[config.mk]
export PLATFORM = sky130hd
export DESIGN_NAME = device_shift_register_flat
export DESIGN_NICKNAME = d
export VERILOG_FILES = /design/src/rtl/device_shift_register_if.sv /design/src/rtl/device_shift_register.sv /design/src/flat_wrapper.sv
export SDC_FILE = /design/constraint.sdc
export NUM_CORES = 1
export LEC_CHECK = 0
export CAP_MARGIN = 40
export CORE_AREA = 2 2 39 41
export CTS_CLUSTER_DIAMETER = 150
export CTS_CLUSTER_SIZE = 12
export DETAILED_ROUTE_END_ITERATION = 10
export DIE_AREA = 0 0 41 43
export PLACE_DENSITY_LB_ADDON = 0.15
export SYNTH_ARGS = -nofsm -noshare
export SYNTH_HDL_FRONTEND = slang
export SYNTH_HIERARCHICAL = 1
export SYNTH_SLANG_ARGS = --single-unit
[constraint.sdc]
create_clock -name clk -period 3 [get_ports clk]
set_clock_uncertainty 0.1 [all_clocks]
set_input_delay 0.45 -clock clk [delete_from_list [all_inputs] [get_ports clk]]
set_output_delay 0.45 -clock clk [all_outputs]
set_load 0.05 [all_outputs]
[src/rtl/device_shift_register_if.sv]
// Mode/data/result bundle for device_shift_register.
// master drives PE and D; slave returns the registered Q.
interface device_shift_register_if #(parameter int WIDTH = 4);
  logic [1:0]       PE;
  logic [WIDTH-1:0] D;
  logic [WIDTH-1:0] Q;

  modport master (output PE, output D, input Q);
  modport slave  (input PE, input D, output Q);
endinterface

[src/rtl/device_shift_register.sv]
// WIDTH-bit universal register: hold / shift right / shift left / load, selected by PE.
// Optional macro DEVICE_ROTATE_EN turns both shifts into rotates.
module device_shift_register_cell (
  input  logic       clk,
  input  logic       r,
  input  logic [1:0] pe_i,
  input  logic       d_i,
  input  logic       shr_i,
  input  logic       shl_i,
  output logic       q_o
);
  logic q_d, q_q;

  // Any non-decodable PE value falls back to hold.
  always_comb begin
    q_d = q_q;
    case (pe_i)
      2'b00:   q_d = q_q;
      2'b01:   q_d = shr_i;
      2'b10:   q_d = shl_i;
      2'b11:   q_d = d_i;
      default: q_d = q_q;
    endcase
  end

  always_ff @(posedge clk or negedge r) begin
    if (!r) q_q <= 1'b0;
    else    q_q <= q_d;
  end

  assign q_o = q_q;
endmodule

module device_shift_register #(
  parameter int WIDTH = 4
) (
  input  logic                  clk,
  input  logic                  r,
  device_shift_register_if.slave bus
);
  logic [WIDTH-1:0] q;
  logic             fill_r, fill_l;

`ifdef DEVICE_ROTATE_EN
  assign fill_r = q[0];
  assign fill_l = q[WIDTH-1];
`else
  assign fill_r = bus.D[WIDTH-1];
  assign fill_l = bus.D[0];
`endif

  // Each bit picks from its upper neighbour (shift right) or lower neighbour (shift left);
  // the end bits take the fill bits instead.
  for (genvar i = 0; i < WIDTH; i++) begin : g_bit
    logic shr, shl;
    if (i == WIDTH-1) begin : g_msb
      assign shr = fill_r;
    end else begin : g_nmsb
      assign shr = q[i+1];
    end
    if (i == 0) begin : g_lsb
      assign shl = fill_l;
    end else begin : g_nlsb
      assign shl = q[i-1];
    end

    device_shift_register_cell u_cell (
      .clk   (clk),
      .r     (r),
      .pe_i  (bus.PE),
      .d_i   (bus.D[i]),
      .shr_i (shr),
      .shl_i (shl),
      .q_o   (q[i])
    );
  end

  assign bus.Q = q;
endmodule

[src/flat_wrapper.sv]
// flat-port wrapper written by rule: the top's interface ports become plain ports
module device_shift_register_flat 
#(
  parameter int WIDTH = 4
)
  (clk, r, bus_PE, bus_D, bus_Q);
  device_shift_register_if #(.WIDTH(WIDTH)) bus_i ();
  input  logic clk;
  input  logic r;
  input wire logic [$bits(bus_i.PE)-1:0] bus_PE;
  input wire logic [$bits(bus_i.D)-1:0] bus_D;
  output wire logic [$bits(bus_i.Q)-1:0] bus_Q;
  assign bus_i.PE = bus_PE;
  assign bus_i.D = bus_D;
  assign bus_Q = bus_i.Q;
  device_shift_register #(.WIDTH(WIDTH)) u_core (.clk(clk), .r(r), .bus(bus_i));
endmodule
Word-level counts from Yosys, hierarchy flattened --
Cells that the tools add are included.
Word-level totals: word-level logic and storage cells 14, flip-flop bits (word level) 4, output and inout port bits 4, input port bits 8
Operators by class: equality and inequality tests 3, reductions and logical operators 3, mux-type cells 4
Operators by type and width (number):
- $pmux 1 s3 | 2
- $eq 2x2->1 const B | 2
- $pmux 1 s2 | 2
- $reduce_or 2->1 | 2
- $eq 2x1->1 const B | 1
- $logic_not 2->1 | 1

Depth between registers and ports, before layout --
Gate-level depths: netlist (run 1).
word-level depth 3, depth in mapped cells 1, mapped depth without buffers 1

Hierarchy --
Netlist (run 1), hierarchy kept.
Modules (own cells, without submodules):
- device_shift_register_cell | area an instance 47.5 µm², cells an instance 2, seq. area each 25.0 µm², times used 4
- device_shift_register | area an instance 30.0 µm², cells an instance 4, seq. area each 0.0 µm², times used 1

Worst setup path before layout (run 1) --
Ideal clock, no wire load.
path type in2reg, start point input port bus_PE[0], end point register u_core.g_bit[0].u_cell.q_q, path buffers 0, setup slack 1.857 ns, data arrival time 0.905 ns, cell stages on the path 1, cell sequence mux4_2
Between the ends: cells in the longest elaborated chain, start to end 3, elaborated cells between the ends (all ways) 6, classes of those cells eq/ne (3); mux (1); reduce/logical (2)
Ends and longest elaborated chain:
- from (decl) | RTL line flat_wrapper.sv:10 | input wire logic [$bits(bus_i.PE)-1:0] bus_PE;
- $eq 2x2->1 | RTL line device_shift_register.sv:17 | case (pe_i)
- $reduce_or 2->1 (no line)
- $pmux 1 s2 | RTL line device_shift_register.sv:17
- to (signal assigned) | RTL line device_shift_register.sv:28 | else q_q <= q_d;
- to (decl) | RTL line device_shift_register.sv:12 | logic q_d, q_q;
Parallel ways exist; a longest one is shown, timed or not. A chain may end at the register's enable or synchronous reset.

Worst setup path after layout (run 1) --
start point register u_core.g_bit[2].u_cell.q_q, end point output port bus_Q[2]
RTL lines:
- from (decl) | RTL line device_shift_register.sv:12
- from (signal assigned) | RTL line device_shift_register.sv:28
- to (decl) | RTL line flat_wrapper.sv:12 | output wire logic [$bits(bus_i.Q)-1:0] bus_Q;
No word-level cell between the ends.

==> results.cfg, run 1 <==
[yosys]
ys.flop_type = dfrtp_1
synthTopCellsByArea = dfrtp_1 (45%), mux4_2 (41%), buf_4 (14%)
seq_area_frac_synth_pct = 45.5
synth_top_cell_by_area = dfrtp_1
synth_fp_nets = 20
synth_warnings = 6
syn-mean-instance-area_um2 = 18.4
synth_cell_type_count = 3
ys_top_cells_by_count = buf_4 (4), dfrtp_1 (4), mux4_2 (4)
syn-cell-area_um2 = 220
synth_seq_cells = 4
synth_top_area_share_pct = 45.5
synthCells = 12
synthArstFlopShare_pct = 100
synth-edff-count = 0

[timing]
setup_violations = 0
max_slew.worst_pin.slew_ns = 0.491
slew_violations = 0
worst_slack_ns = 1.02
fin_hold_ws_ns = 0.319
relSlewSlack_pct = 67.2
period_share_pct = 66.1
finalHoldViolations = 0
rsz0062_at_grt = no
fin_crit_ns = 1.98
fin_tns_setup_ns = 0
fmax_mhz = 504

[detailed_routing]
via_per_inst = 3.63
drc = 0
wire_per_inst_um = 10.2
drtPass1Iterations = 1
vias = 138
ant_nets = 0
initialDrtViolationCount = 0
wirelength_um = 386

[clock_network]
cts.path.max_buffers = 2
post_cts_buffers = 0
htree_levels = 1
cts_tree = built
clock-sinks = 4
clk_latency_ns = 0.23
post_cts_resize_count = 0
root_buffer = clkbuf_4
numCtsBuffers = 3
post_cts_hold_buffer_count = 0
clkTransAtPathRegs_ns = 0.04

[finish]
fin_nets = 32
n_antenna_cell = 0
finish.utilization_pct = 24.8
fin_cells = 38
final_area_um2 = 343
largest_register_ffs = 4
areaGrowthSynthToFinish_pct = 55.7
drive_gt1_share_pct = 31.8

[job]
maxCapViolations = 0

[global_route]
busiest_layer = met4
grt_pass1_wl_um = 772
grt_util_all_layers_pct = 7.61
grt_start_max_net_pins = 5
antenna_found_initial = 0
grt_pass1_vias = 183
grt-ovfl-total = 0
gr-usage-met3_pct = 5.24
grt_util_met1_pct = 8.00
grtUsageMet2_pct = 8.13

[critical_path]
slowest_stage = clkdlybuf4s50_1
crit_type = reg -> out
setup.worst_path.end_class = output port
start_kind = flip-flop
cp_top_family = buffers and inverters
crit_path_cell_trace = clkdlybuf4s50_1
crit_required_ns = 2.45
cpPeakStageDelay_ns = 0.82
critPathBufInv = 1
arrival_ns = 1.43
crit_fanout = 4

[power]
vdd_drop_max_v = 0.000176
p_total_mw = 0.225
p_leak_nw = 0.129
cellPowerDensity_nw_per_um2 = 658

[placement]
dpl_worst_slack_ns = 1.15
gp_congestion = 0.634
placed_area_um2 = 320
dp_cells = 35
io_buffer_count = 11

[floorplan]
fp.dieW_um = 41
std_cell_rows = 14
fp.dieH_um = 43
core-area_um2 = 1380
initial_core_util_pct = 15.9
die_area_um2 = 1760
pin_count = 12

[status]
status = finished clean

[worst_hold_path]
hold_class = in -> async
[cell type report]
type | count | area (um^2)
Tap cell | 16 | 20.0
Multi-Input combinational cell | 4 | 90.1
Sequential cell | 4 | 100
Timing Repair Buffer | 11 | 110
Clock buffer | 3 | 22.5
Fill cell | 141 | 1040
[per-layer routing]
layer | vias up | routed length [um] | share of wire (%)
li1 | 65 | - | -
met1 | 64 | 159 | 41
met2 | 9 | 184 | 48
met3 | 0 | 43 | 11
met4 | 0 | 0 | 0
met5 | - | 0 | 0
[power by group]
group / leakage (nW) / switching (mW) / internal [mW]
Combinational: 0.0685 / 0.0469 / 0.0404
Clock: 0.0138 / 0.0196 / 0.0446
Sequential: 0.0468 / 0.00945 / 0.0646
[layout by cell type (no fill, tap or decap)]
cell type	netlist	final
clkdlybuf4s50_1	0	11
mux4_2	4	4
dfrtp_1	4	4
clkbuf_4	0	3
[cells by family after synthesis]
logic type	after synthesis	synth area share, %
muxes	4	40.9
DFF	4	45.5
buffers and inverters	4	13.6
[final timing paths]
check,start,end,slack [ns],depth (start not counted)
setup / recovery,u_core/g_bit[2].u_cell/q_o,bus_Q[2],1.02,1
hold reg to reg,u_core/g_bit[0].u_cell/q_o,u_core/g_bit[0].u_cell/q_o,0.52,1
min in group clk,u_core/g_bit[0].u_cell/q_o,u_core/g_bit[0].u_cell/q_o,0.52,1
setup reg to reg,u_core/g_bit[2].u_cell/q_o,u_core/g_bit[3].u_cell/q_o,1.90,1
hold / removal,r,u_core/g_bit[2].u_cell/q_o,0.32,1
max in group asynchronous,r,u_core/g_bit[0].u_cell/q_o,2.32,1
Note: power is estimated with default switching activity, not from simulation.
==> inputs of run 2 (changes only) <==
==> constraint.sdc (replaced) <==
create_clock -name clk -period 1.7 [get_ports clk]
set_clock_uncertainty 0.1 [all_clocks]
set_input_delay 0.255 -clock clk [delete_from_list [all_inputs] [get_ports clk]]
set_output_delay 0.255 -clock clk [all_outputs]
set_load 0.05 [all_outputs]
==> results.cfg, run 2 (same netlist as run 1, synthesis figures left out) <==
[finish]
n_fill_cell = 143
fin_nets = 32
drive_gt1_share_pct = 50.0
final_common_cell = clkdlybuf4s50_1
n_antenna_cell = 0
fin_cells = 38
areaGrowthSynthToFinish_pct = 51.1
multi_input_area_um2 = 90.1
seqCellArea_um2 = 100
most-common-layout-cells = clkdlybuf4s50_1 (7), buf_4 (4), mux4_2 (4), dfrtp_1 (4), clkbuf_4 (3)
largest_register_ffs = 4

[clock_network]
root_buffer = clkbuf_4
numCtsBuffers = 3
clkTransAtPathRegs_ns = 0.04
clk_latency_ns = 0.23
clock-sinks = 4
post_cts_resize_count = 0
cts_tree = built
htree_levels = 1
post_cts_hold_buffer_count = 0
post_cts_buffers = 0
cts.path.max_buffers = 2

[status]
status = finished clean

[detailed_routing]
m1WireLength_um = 144
top_layer = met3
ant_nets = 0
vias = 137
drtPass1Iterations = 1
met3_length_um = 54
met2_length_um = 207
wire_per_inst_um = 10.7
initialDrtViolationCount = 0
drc = 0
wirelength_um = 405
via_per_inst = 3.61

[power]
cellPowerDensity_nw_per_um2 = 1180
p_int_mw = 0.257
vdd_drop_max_v = 0.000275
power.switching_mw = 0.135
power_frac_clock_pct = 29.1
p_leak_nw = 0.133
seq_power_share_pct = 33.3
p_sw_share_pct = 34.5
comb_power_share_pct = 37.6

[critical_path]
crit_path_cell_trace = clkdlybuf4s50_1, mux4_2
reg2reg_slack_ns = 0.60
reg2reg_depth = 1
cpPeakStageDelay_ns = 0.61
arrival_ns = 1.40
crit_required_ns = 1.70
crit_start = bus_PE[0]
r2r_start = u_core/g_bit[1].u_cell/q_o
endpoint = u_core/g_bit[3].u_cell/q_o
r2r_end = u_core/g_bit[2].u_cell/q_o
path_depth = 2
cp_top_family = buffers and inverters
slowest_stage = clkdlybuf4s50_1
start_kind = input pin
setup.worst_path.end_class = flip-flop
crit_fanout = 4
critPathBufInv = 1
crit_type = in -> reg

[global_route]
grt_pass1_vias = 155
antenna_found_initial = 0
grt_util_all_layers_pct = 6.59
grt_start_max_net_pins = 5
grt_pass1_wl_um = 634
grt-ovfl-total = 0

[floorplan]
pin_count = 12
core-area_um2 = 1380
std_cell_rows = 14
die_area_um2 = 1760
fp.dieW_um = 41
fp.dieH_um = 43
initial_core_util_pct = 15.9

[timing]
fin_tns_setup_ns = 0
period_share_pct = 82.7
worst_slack_ns = 0.294
fmax_mhz = 711
relSlewSlack_pct = 82.5
max_slew.worst_pin.slew_ns = 0.261
slew_violations = 0
finalHoldViolations = 0
fin_crit_ns = 1.41
rsz0062_at_grt = no
setup_violations = 0

[placement]
dp_cells = 35
io_buffer_count = 11
dpl_worst_slack_ns = 0.0350
gp_congestion = 0.641

[worst_hold_path]
hold_class = in -> async

[job]
maxCapViolations = 0
==> run 2: cell count changes in the layout (fill, tap and decap cells not counted) <==
cell / previous run / this run
clkdlybuf4s50_1: 11 / 7
buf_4: 0 / 4
==> run 2: how the worst min path moves through the flow <==
stage                     cells after the start  slack [ns]  startpoint                         end
after floorplan                               0       -0.14           r  u_core/g_bit[0].u_cell/q_o
after global placement                        1        0.37           r  u_core/g_bit[1].u_cell/q_o
after detailed placement                      1        0.37           r  u_core/g_bit[1].u_cell/q_o
after CTS                                     1        0.12           r  u_core/g_bit[2].u_cell/q_o
after global routing                          1        0.12           r  u_core/g_bit[2].u_cell/q_o
final                                         1        0.12           r  u_core/g_bit[1].u_cell/q_o
==> run 2: power by group through the flow <==
| stage | registers (mW) | logic [mW] | clock network [mW] |
|---|---|---|---|
| after floorplan | 0.125 | 0.125 | 0 |
| after global placement | 0.132 | 0.149 | 0 |
| after detailed placement | 0.133 | 0.149 | 0 |
| after CTS | 0.132 | 0.149 | 0.122 |
| after global routing | 0.135 | 0.154 | 0.128 |
| final | 0.131 | 0.148 | 0.114 |
==> run 2: layout make-up <==
cell class                 count  area share [%]
timing repair buffer          11            30.1
tap                           16            6.02
sequential                     4            30.1
multi-input combinational      4            27.1
clock buffer                   3            6.77
==> run 2: routing by layer <==
metal / track usage, % / vias to the layer above
met5: 0 / -
met4: 12.0 / 0
met3: 1.57 / 0
met2: 7.50 / 9
met1: 6.62 / 63
li1: - / 65
==> run 2: metrics by stage <==
stage	power, mW	hold WS, ns	instance area, um^2	util, %
finish	0.393	0.125	333	24.1
global route	0.416	0.124	333	24.1
CTS	0.403	0.120	333	24.1
detailed placement	0.282	0.369	310	22.4
global placement	0.281	0.369	310	22.4
floorplan	0.250	-0.141	220	-
==> inputs of run 3 (changes only) <==
==> constraint.sdc (replaced) <==
create_clock -name clk -period 1.4 [get_ports clk]
set_clock_uncertainty 0.1 [all_clocks]
set_input_delay 0.21 -clock clk [delete_from_list [all_inputs] [get_ports clk]]
set_output_delay 0.21 -clock clk [all_outputs]
set_load 0.05 [all_outputs]
==> results.cfg, run 3 (same netlist as run 1, synthesis figures left out) <==
[floorplan]
die_area_um2 = 1760
pin_count = 12
fp.dieW_um = 41
initial_core_util_pct = 15.9
std_cell_rows = 14
fp.dieH_um = 43
core-area_um2 = 1380

[timing]
finalHoldViolations = 0
fin_crit_ns = 1.36
fin_tns_setup_ns = 0
rsz0062_at_grt = no
relSlewSlack_pct = 83.3
max_slew.worst_pin.slew_ns = 0.250
setup_violations = 0
slew_violations = 0
period_share_pct = 96.9
fmax_mhz = 737

[power]
p_leak_nw = 0.151
vdd_drop_max_v = 0.000336
cellPowerDensity_nw_per_um2 = 1410

[detailed_routing]
drc = 0
drtPass1Iterations = 1
via_per_inst = 3.66
wirelength_um = 359
vias = 139
initialDrtViolationCount = 0
ant_nets = 0
wire_per_inst_um = 9.45

[clock_network]
post_cts_resize_count = 0
clock-sinks = 4
cts.path.max_buffers = 2
clk_latency_ns = 0.23
root_buffer = clkbuf_4
htree_levels = 1
post_cts_hold_buffer_count = 0
cts_tree = built
clkTransAtPathRegs_ns = 0.04
post_cts_buffers = 0
numCtsBuffers = 3

[critical_path]
critPathBufInv = 1
arrival_ns = 1.35
reg2reg_slack_ns = 0.27
r2r_start = u_core/g_bit[2].u_cell/q_o
cpPeakStageDelay_ns = 0.61
cp_top_family = buffers and inverters
reg2reg_depth = 1
slowest_stage = clkdlybuf4s50_1
r2r_end = u_core/g_bit[3].u_cell/q_o
crit_required_ns = 1.39
crit_type = in -> reg
crit_fanout = 4
crit_path_cell_trace = clkdlybuf4s50_1, mux4_2
setup.worst_path.end_class = flip-flop
start_kind = input pin

[status]
status = finished clean

[global_route]
grtUsageMet2_pct = 6.25
grt_pass1_vias = 156
antenna_found_initial = 0
gr-usage-met3_pct = 4.71
grt_pass1_wl_um = 593
grt-ovfl-total = 0
busiest_layer = met4
grt_util_met1_pct = 6.06
grt_start_max_net_pins = 5
grt_util_all_layers_pct = 6.31

[placement]
dp_cells = 35
gp_congestion = 0.616
io_buffer_count = 11

[finish]
n_antenna_cell = 0
seqCellArea_um2 = 100
final_common_cell = clkdlybuf4s50_1
n_fill_cell = 150
fin_cells = 38
drive_gt1_share_pct = 50.0
areaGrowthSynthToFinish_pct = 73.9
multi_input_area_um2 = 90.1
largest_register_ffs = 4
most-common-layout-cells = clkdlybuf4s50_1 (7), buf_12 (4), mux4_2 (4), dfrtp_1 (4), clkbuf_4 (3)
fin_nets = 32

[worst_hold_path]
hold_class = in -> async

[job]
maxCapViolations = 0
[run 3: worst max path at each step]
stage                                    start                         end  slack, ns  depth (start not counted)
floorplan           u_core/g_bit[1].u_cell/q_o  u_core/g_bit[2].u_cell/q_o       0.35                          1
global route                         bus_PE[0]  u_core/g_bit[3].u_cell/q_o      0.008                          2
global placement                     bus_PE[0]  u_core/g_bit[3].u_cell/q_o      -0.20                          2
CTS                                  bus_PE[0]  u_core/g_bit[0].u_cell/q_o       0.04                          2
finish                               bus_PE[0]  u_core/g_bit[0].u_cell/q_o       0.04                          2
detailed placement                   bus_PE[0]  u_core/g_bit[0].u_cell/q_o      -0.21                          2
[run 3: final cells by class]
type                            instances  share of cell area (%)
Multi-Input combinational cell          4                    23.5
Clock buffer                            3                    5.88
Timing Repair Buffer                   11                    39.2
Tap cell                               16                    5.23
Sequential cell                         4                    26.1
[run 3: stage by stage]
| stage | total power [mW] | hold WS, ns | cell area (um^2) | setup slack [ns] | util, % |
|---|---|---|---|---|---|
| after floorplan | 0.304 | -0.186 | 220 | 0.353 | - |
| after global placement | 0.407 | 0.324 | 360 | -0.205 | 26.0 |
| after detailed placement | 0.407 | 0.323 | 360 | -0.205 | 26.0 |
| after CTS | 0.550 | 0.0762 | 383 | 0.0379 | 27.7 |
| after global routing | 0.567 | 0.0711 | 383 | 0.00799 | 27.7 |
| final | 0.539 | 0.0796 | 383 | 0.0439 | 27.7 |
[run 3: power by group]
| group | total [mW] | switching [mW] | internal, mW |
|---|---|---|---|
| logic | 0.233 | 0.100 | 0.133 |
| registers | 0.171 | 0.0332 | 0.138 |
| clock network | 0.135 | 0.0398 | 0.0953 |
| total | 0.539 | 0.173 | 0.366 |
[run 3: metal layers]
| layer | vias to the layer above | part of all wire [%] |
|---|---|---|
| li1 | 66 | - |
| met1 | 64 | 40 |
| met2 | 9 | 47 |
| met3 | 0 | 13 |
| met4 | 0 | 0 |
| met5 | - | 0 |
